===== src/rtl/word_uart_tx_pkg.sv =====
// Shared definitions for the hex-word UART transmitter: FSM state type,
// ASCII constants, default baud divisor and the nibble-to-ASCII helper.
package word_uart_tx_pkg;

  localparam int CLKS_PER_BIT_DEFAULT = 434;

  localparam logic [7:0] ASCII_ZERO    = 8'h30;
  localparam logic [7:0] ASCII_UPPER_A = 8'h41;
  localparam logic [7:0] ASCII_CR      = 8'h0D;
  localparam logic [7:0] ASCII_LF      = 8'h0A;

  typedef enum logic [1:0] {
    IDLE  = 2'd0,
    START = 2'd1,
    DATA  = 2'd2,
    STOP  = 2'd3
  } uart_state_e;

  function automatic logic [7:0] hex_char(input logic [3:0] nibble);
    logic [7:0] c;
    if (nibble < 4'd10) begin
      c = ASCII_ZERO + {4'd0, nibble};
    end else begin
      c = ASCII_UPPER_A + {4'd0, nibble} - 8'd10;
    end
    return c;
  endfunction

endpackage


===== src/rtl/word_uart_tx_byte_tx.sv =====
// uart_byte_tx: 8N1 serializer. A byte offered with start during the final
// stop-bit cycle (last=1) is chained without an idle gap.
module uart_byte_tx
  import word_uart_tx_pkg::*;
#(
  parameter int CLKS_PER_BIT = CLKS_PER_BIT_DEFAULT
) (
  input  logic       clk,
  input  logic       rst,
  input  logic       start,
  input  logic [7:0] data,
  output logic       busy,
  output logic       last,
  output logic       tx
);

  localparam int            BW       = $clog2(CLKS_PER_BIT);
  localparam logic [BW-1:0] BAUD_MAX = BW'(CLKS_PER_BIT - 1);

  uart_state_e   state_r;
  uart_state_e   state_next_s;
  logic [BW-1:0] baud_r;
  logic [BW-1:0] baud_next_s;
  logic [2:0]    bit_r;
  logic [2:0]    bit_next_s;
  logic [7:0]    shift_r;
  logic [7:0]    shift_next_s;
  logic          tx_r;
  logic          tx_next_s;
  logic          bit_end_s;

  assign bit_end_s = (baud_r == BAUD_MAX);
  assign last      = (state_r == STOP) && bit_end_s;
  assign busy      = (state_r != IDLE);
  assign tx        = tx_r;

  // Next-state, counter and line-level decode; tx is computed one cycle ahead so it leaves a flop.
  always_comb begin
    state_next_s = state_r;
    baud_next_s  = bit_end_s ? {BW{1'b0}} : baud_r + BW'(1);
    bit_next_s   = bit_r;
    shift_next_s = shift_r;
    tx_next_s    = tx_r;
    case (state_r)
      IDLE: begin
        baud_next_s = {BW{1'b0}};
        if (start) begin
          state_next_s = START;
          shift_next_s = data;
          tx_next_s    = 1'b0;
        end else begin
          tx_next_s = 1'b1;
        end
      end
      START: begin
        if (bit_end_s) begin
          state_next_s = DATA;
          bit_next_s   = 3'd0;
          tx_next_s    = shift_r[0];
          shift_next_s = {1'b0, shift_r[7:1]};
        end else begin
          state_next_s = START;
        end
      end
      DATA: begin
        if (bit_end_s) begin
          bit_next_s = bit_r + 3'd1;
          if (bit_r == 3'd7) begin
            state_next_s = STOP;
            tx_next_s    = 1'b1;
          end else begin
            tx_next_s    = shift_r[0];
            shift_next_s = {1'b0, shift_r[7:1]};
          end
        end else begin
          state_next_s = DATA;
        end
      end
      STOP: begin
        if (bit_end_s) begin
          if (start) begin
            state_next_s = START;
            shift_next_s = data;
            tx_next_s    = 1'b0;
          end else begin
            state_next_s = IDLE;
            tx_next_s    = 1'b1;
          end
        end else begin
          state_next_s = STOP;
        end
      end
      default: begin
        state_next_s = IDLE;
        baud_next_s  = {BW{1'b0}};
        bit_next_s   = 3'd0;
        tx_next_s    = 1'b1;
      end
    endcase
  end

  // State, counters, shift register and line register.
  always_ff @(posedge clk or posedge rst) begin
    if (rst) begin
      state_r <= IDLE;
      baud_r  <= {BW{1'b0}};
      bit_r   <= 3'd0;
      shift_r <= 8'd0;
      tx_r    <= 1'b1;
    end else begin
      state_r <= state_next_s;
      baud_r  <= baud_next_s;
      bit_r   <= bit_next_s;
      shift_r <= shift_next_s;
      tx_r    <= tx_next_s;
    end
  end

endmodule


===== src/rtl/word_uart_tx.sv =====
// word_uart_tx: captures a 16-bit word and sends it as four uppercase ASCII hex
// characters, MSN first. Define WORD_UART_TX_CRLF_EN to append CR LF.
module word_uart_tx
  import word_uart_tx_pkg::*;
#(
  parameter int CLKS_PER_BIT = CLKS_PER_BIT_DEFAULT
) (
  input  logic        clk,
  input  logic        rst,
  input  logic        valid,
  input  logic [15:0] word,
  output logic        ready,
  output logic        done,
  output logic        tx
);

`ifdef WORD_UART_TX_CRLF_EN
  localparam int CHAR_NUM = 6;
`else
  localparam int CHAR_NUM = 4;
`endif
  localparam int            CW        = $clog2(CHAR_NUM + 1);
  localparam logic [CW-1:0] CHAR_LAST = CW'(CHAR_NUM);

  logic [15:0]   word_r;
  logic [15:0]   word_next_s;
  logic [CW-1:0] char_cnt_r;
  logic [CW-1:0] char_cnt_next_s;
  logic          ready_r;
  logic          ready_next_s;
  logic          done_r;
  logic          done_next_s;
  logic          accept_s;
  logic          chain_s;
  logic          byte_start_s;
  logic [7:0]    byte_data_s;
  logic [7:0]    next_char_s;
  logic          byte_busy_s;
  logic          byte_last_s;

  // The first character comes straight from the input word so its start bit leaves on the accept edge.
  assign accept_s     = valid && ready_r && !byte_busy_s;
  assign chain_s      = byte_last_s && (char_cnt_r < CHAR_LAST);
  assign byte_start_s = accept_s || chain_s;
  assign byte_data_s  = accept_s ? hex_char(word[15:12]) : next_char_s;
  assign ready        = ready_r;
  assign done         = done_r;

  // Character selected by the index of the next character still to be sent.
  always_comb begin
    next_char_s = 8'h00;
    case (char_cnt_r)
      CW'(0):  next_char_s = hex_char(word_r[15:12]);
      CW'(1):  next_char_s = hex_char(word_r[11:8]);
      CW'(2):  next_char_s = hex_char(word_r[7:4]);
      CW'(3):  next_char_s = hex_char(word_r[3:0]);
`ifdef WORD_UART_TX_CRLF_EN
      CW'(4):  next_char_s = ASCII_CR;
      CW'(5):  next_char_s = ASCII_LF;
`endif
      default: next_char_s = 8'h00;
    endcase
  end

  // Word capture, character sequencing and the ready/done handshake.
  always_comb begin
    word_next_s     = word_r;
    char_cnt_next_s = char_cnt_r;
    ready_next_s    = ready_r;
    done_next_s     = 1'b0;
    if (accept_s) begin
      word_next_s     = word;
      char_cnt_next_s = CW'(1);
      ready_next_s    = 1'b0;
    end else if (byte_last_s) begin
      if (char_cnt_r < CHAR_LAST) begin
        char_cnt_next_s = char_cnt_r + CW'(1);
      end else begin
        char_cnt_next_s = {CW{1'b0}};
        ready_next_s    = 1'b1;
        done_next_s     = 1'b1;
      end
    end else begin
      char_cnt_next_s = char_cnt_r;
    end
  end

  // Sequencer registers; ready and done are driven straight from flops.
  always_ff @(posedge clk or posedge rst) begin
    if (rst) begin
      word_r     <= 16'd0;
      char_cnt_r <= {CW{1'b0}};
      ready_r    <= 1'b1;
      done_r     <= 1'b0;
    end else begin
      word_r     <= word_next_s;
      char_cnt_r <= char_cnt_next_s;
      ready_r    <= ready_next_s;
      done_r     <= done_next_s;
    end
  end

  uart_byte_tx #(
    .CLKS_PER_BIT(CLKS_PER_BIT)
  ) u_byte_tx (
    .clk  (clk),
    .rst  (rst),
    .start(byte_start_s),
    .data (byte_data_s),
    .busy (byte_busy_s),
    .last (byte_last_s),
    .tx   (tx)
  );

endmodule


===== config.mk =====
export PLATFORM = sky130hd
export DESIGN_NAME = word_uart_tx
export DESIGN_NICKNAME = d
export VERILOG_FILES = /design/src/rtl/word_uart_tx_pkg.sv /design/src/rtl/word_uart_tx_byte_tx.sv /design/src/rtl/word_uart_tx.sv
export SDC_FILE = /design/constraint.sdc
export NUM_CORES = 1
export LEC_CHECK = 0
export ABC_AREA = 1
export BUFFER_PORTS_ARGS = -buffer_cell sky130_fd_sc_hd__buf_2
export CORE_MARGIN = 2
export CORE_UTILIZATION = 50
export CTS_CLUSTER_DIAMETER = 150
export CTS_CLUSTER_SIZE = 24
export DETAILED_ROUTE_END_ITERATION = 12
export MAX_ROUTING_LAYER = met4
export PLACE_DENSITY = 0.68
export SETUP_SLACK_MARGIN = 0.02
export SLEW_MARGIN = 20
export SYNTH_ARGS = -nofsm -noshare
export SYNTH_HDL_FRONTEND = slang
export SYNTH_SLANG_ARGS = --single-unit

===== constraint.sdc =====
create_clock -name clk -period 1.7 [get_ports clk]
set_input_delay 0.255 -clock clk [delete_from_list [all_inputs] [get_ports clk]]
set_output_delay 0.255 -clock clk [all_outputs]
set_load 0.03 [all_outputs]

==> run metrics <==
WL final=6040 um; HP Start=word[6]; asr flop ratio synth=100%; CTS root buf=clkbuf_8; worst r2r src=u_byte_tx.state_r[0]; CTS tree=yes; Leak=1.73 nW; CP startpoint kind=flip-flop; post-layout net count=462; area added between synthesis and finish=19.9%; die area=0.00621 sq mm; htree depth=2; Final Util=61.3%; min-delay worst type=in2reg; DP Wirelength=4470 um; WHS Path Cells=3; first-pass GRT wire length=10100 um; CTS Buffer Depth=2; Clock Pin Slew Worst Setup and Hold Paths=90 ps; CP Cell Sequence=inv_2 -> buf_6 -> ha_4 -> nor2_4 -> inv_2 -> o21ai_4 -> nand2_2 -> nor2_4 -> nand3_2 -> nand2_1; CP Class=reg2reg; area taken by flip-flops and latches=0.00108 sq mm; reg-to-reg slack, setup=40 ps; Critical Path End Type=flip-flop; Overall Global Routing Usage=20.9%; area of the multi-input gates=0.00160 sq mm; critical path peak fanout=4; Slowest-stage cell, CP=dfrtp_1; DRT Pass-1 Iters=5; number of global-route vias before repair=2339; largest cells by area after synthesis=dfrtp_1 37%, nand2_1 16%, ha_1 8.0%, nand3_1 6.6%, inv_1 6.0%; post-synth cell types=34; Slew @ Worst Pin=594 ps; most numerous cell in the Yosys netlist=nand2_1; Synth Cell Area=0.00280 sq mm; fin crit period=1660 ps; Peak supply drop=0.378 mV; Avg Cell Area, Syn=7.29 sq um; met1 Resource Use GR=24.8%; number of antenna-violating nets in the routed design=0; Critical path origin=u_byte_tx.state_r[0]; cell count after synthesis=384; DRC errors left=0; post-synthesis sequential area ratio=38.5%; port bufs=21; Final Max Tran Viols=0; vias post-DR=2558; final instance area=0.00336 sq mm; Yosys reg bits=43; Fillers=518; maximum clock rate=0.602 GHz; Placeable Area=0.00547 sq mm; clock sinks=43; row count=27; GR met3 Demand/Resource=4.20%; Tcrit/Tclk final=97.7%; Clock Latency Late Sink=300 ps; final setup vio count=0; cts bufs inserted=5; DR WL/cell=12.1 um; reg2reg path depth=10; Placed Area=0.00304 sq mm; Synth warnings=0; gpl congestion=0.880; total gr overflow=0; IO Count=22; Setup Skew=8.70 ps; Initial Util=51.1%; max_cap viols=0; WP data required=1950 ps; GR Util met2=36.1%; chip height=78.8 um; chip width=78.8 um; Arr. time, crit path=1910 ps; layer with the highest usage=met2; largest net degree at the start of global routing=26; status=complete, no violations; PwrDens=610 mW/mm^2; n_diodes=0; Min-Delay Endpoint=word_r[6]; syn_nets=421; initial antenna violation count=0; Initial DRC Count=108; Final Hold Viols=0; max incr delay on CP=400 ps; Main synth FF type=dfrtp_1; leading area contributor after synthesis=dfrtp_1; Worst slew margin=60.1%; Avg Vias per Cell=5.14; top cell type's share of synthesized area=36.7%; Commonest cells post-synth=122 x nand2_1, 45 x inv_1, 41 x dfrtp_1, 37 x nand3_1, 29 x o21ai_0; layout cells sized above 1=20.4%; EDFF count, synth=0; RSZ-0062 raised after global routing=yes; worst flop-to-flop path endpoint=u_byte_tx.shift_r[3]
[cells by family (layout without fill, tap and decap cells)]
group | Yosys count | after routing | share of synthesized area, %
AOI/OAI and AO/OA | 48 | 48 | 9.12
DFF | 43 | 43 | 38.5
adders and majority gates | 18 | 18 | 8.05
and+or+nand+nor | 214 | 215 | 34.6
xor gates and xnor gates | 5 | 5 | 1.56
buffers and inverters | 56 | 97 | 8.18
[per-layer routing]
layer / share of wire [%] / up-vias / routed length (um)
met4: 1.5 / 0 / 89
met2: 50 / 59 / 3040
met1: 44 / 1179 / 2650
met5: 0 / - / 0
li1: - / 1312 / -
met3: 4.4 / 8 / 264
[cell usage in the layout, fill, tap and decap left out, types with 3 or more instances in the layout]
cell type  count
a21oi_1       10
buf_2         21
buf_4         19
clkbuf_8       5
dfrtp_1       41
ha_1          14
inv_1         41
inv_2          4
nand2_1      122
nand2_2        3
nand3_1       33
nand3_2        5
nand3_4        3
nand4_1        5
nor2_1        24
nor2_4         4
o21ai_0       27
o21ai_1        5
or2_2          4
xor2_1         3
[worst max-delay path by stage]
stage / to / slack [ps] / cells past startpoint
2_1_floorplan: char_cnt_r[1] / 210 / 7
3_3_place_gp: u_byte_tx.shift_r[5] / 80 / 10
3_5_place_dp: u_byte_tx.shift_r[1] / 50 / 9
4_1_cts: u_byte_tx.shift_r[1] / 20 / 9
5_1_grt: u_byte_tx.shift_r[3] / -70 / 10
6_report: u_byte_tx.shift_r[3] / 40 / 10
[area by class of cell]
cell class / count / share of cell area, %
clock buffers: 5 / 2.05
inverters: 47 / 5.41
multi-input cells: 286 / 47.7
repair buffers: 42 / 8.02
clock inverters: 3 / 2.01
flip-flops and latches: 43 / 32.1
well taps: 72 / 2.68
[critical path, delay by kind of cell, from the launching register on]
family | cells | cell delay [ps]
flip-flops | 1 | 400
AO/OA/AOI/OAI | 1 | 240
buffers and inverters | 3 | 270
AND/OR/NAND/NOR | 5 | 540
adder cells (fa/ha/maj) | 1 | 160
[per-stage QoR]
step                      hold WS [ps]  cells  total power, mW  setup TNS, ps  worst slack [ps]
after detailed placement           280    480             1.10              0              45.6
after CTS                          152    489             2.07              0              23.5
after floorplan                    376    384             1.07              0               209
final                              154    498             2.05              0              39.9
after global routing               154    498             2.12           -238             -65.3
after global placement             272    480             1.10              0              75.1
[state kept, by name, indices dropped and copies added (netlist names)]
signal,cells
u_byte_tx.bit_r,3
word_r,16
u_byte_tx.baud_r,9
u_byte_tx.shift_r,7
u_byte_tx.state_r,2
done,1
u_byte_tx.tx,1
char_cnt_r,3
ready,1
[repair_timing]
item	in CTS	in global routing
setup endpoints to repair	1	20
resized for setup	1	24
pin swaps	0	10
buffers inserted	0	8
cloned	0	1
hold buffers	1	0
endpoints found under the hold margin	14	0
[power by group]
group	switching, mW	total, mW	internal [mW]
Clock	0.378	0.964	0.586
Combinational	0.0370	0.0614	0.0244
Sequential	0	1.02	1.02
Total	0.415	2.05	1.63
No activity file was read; power rests on OpenSTA's default activity.
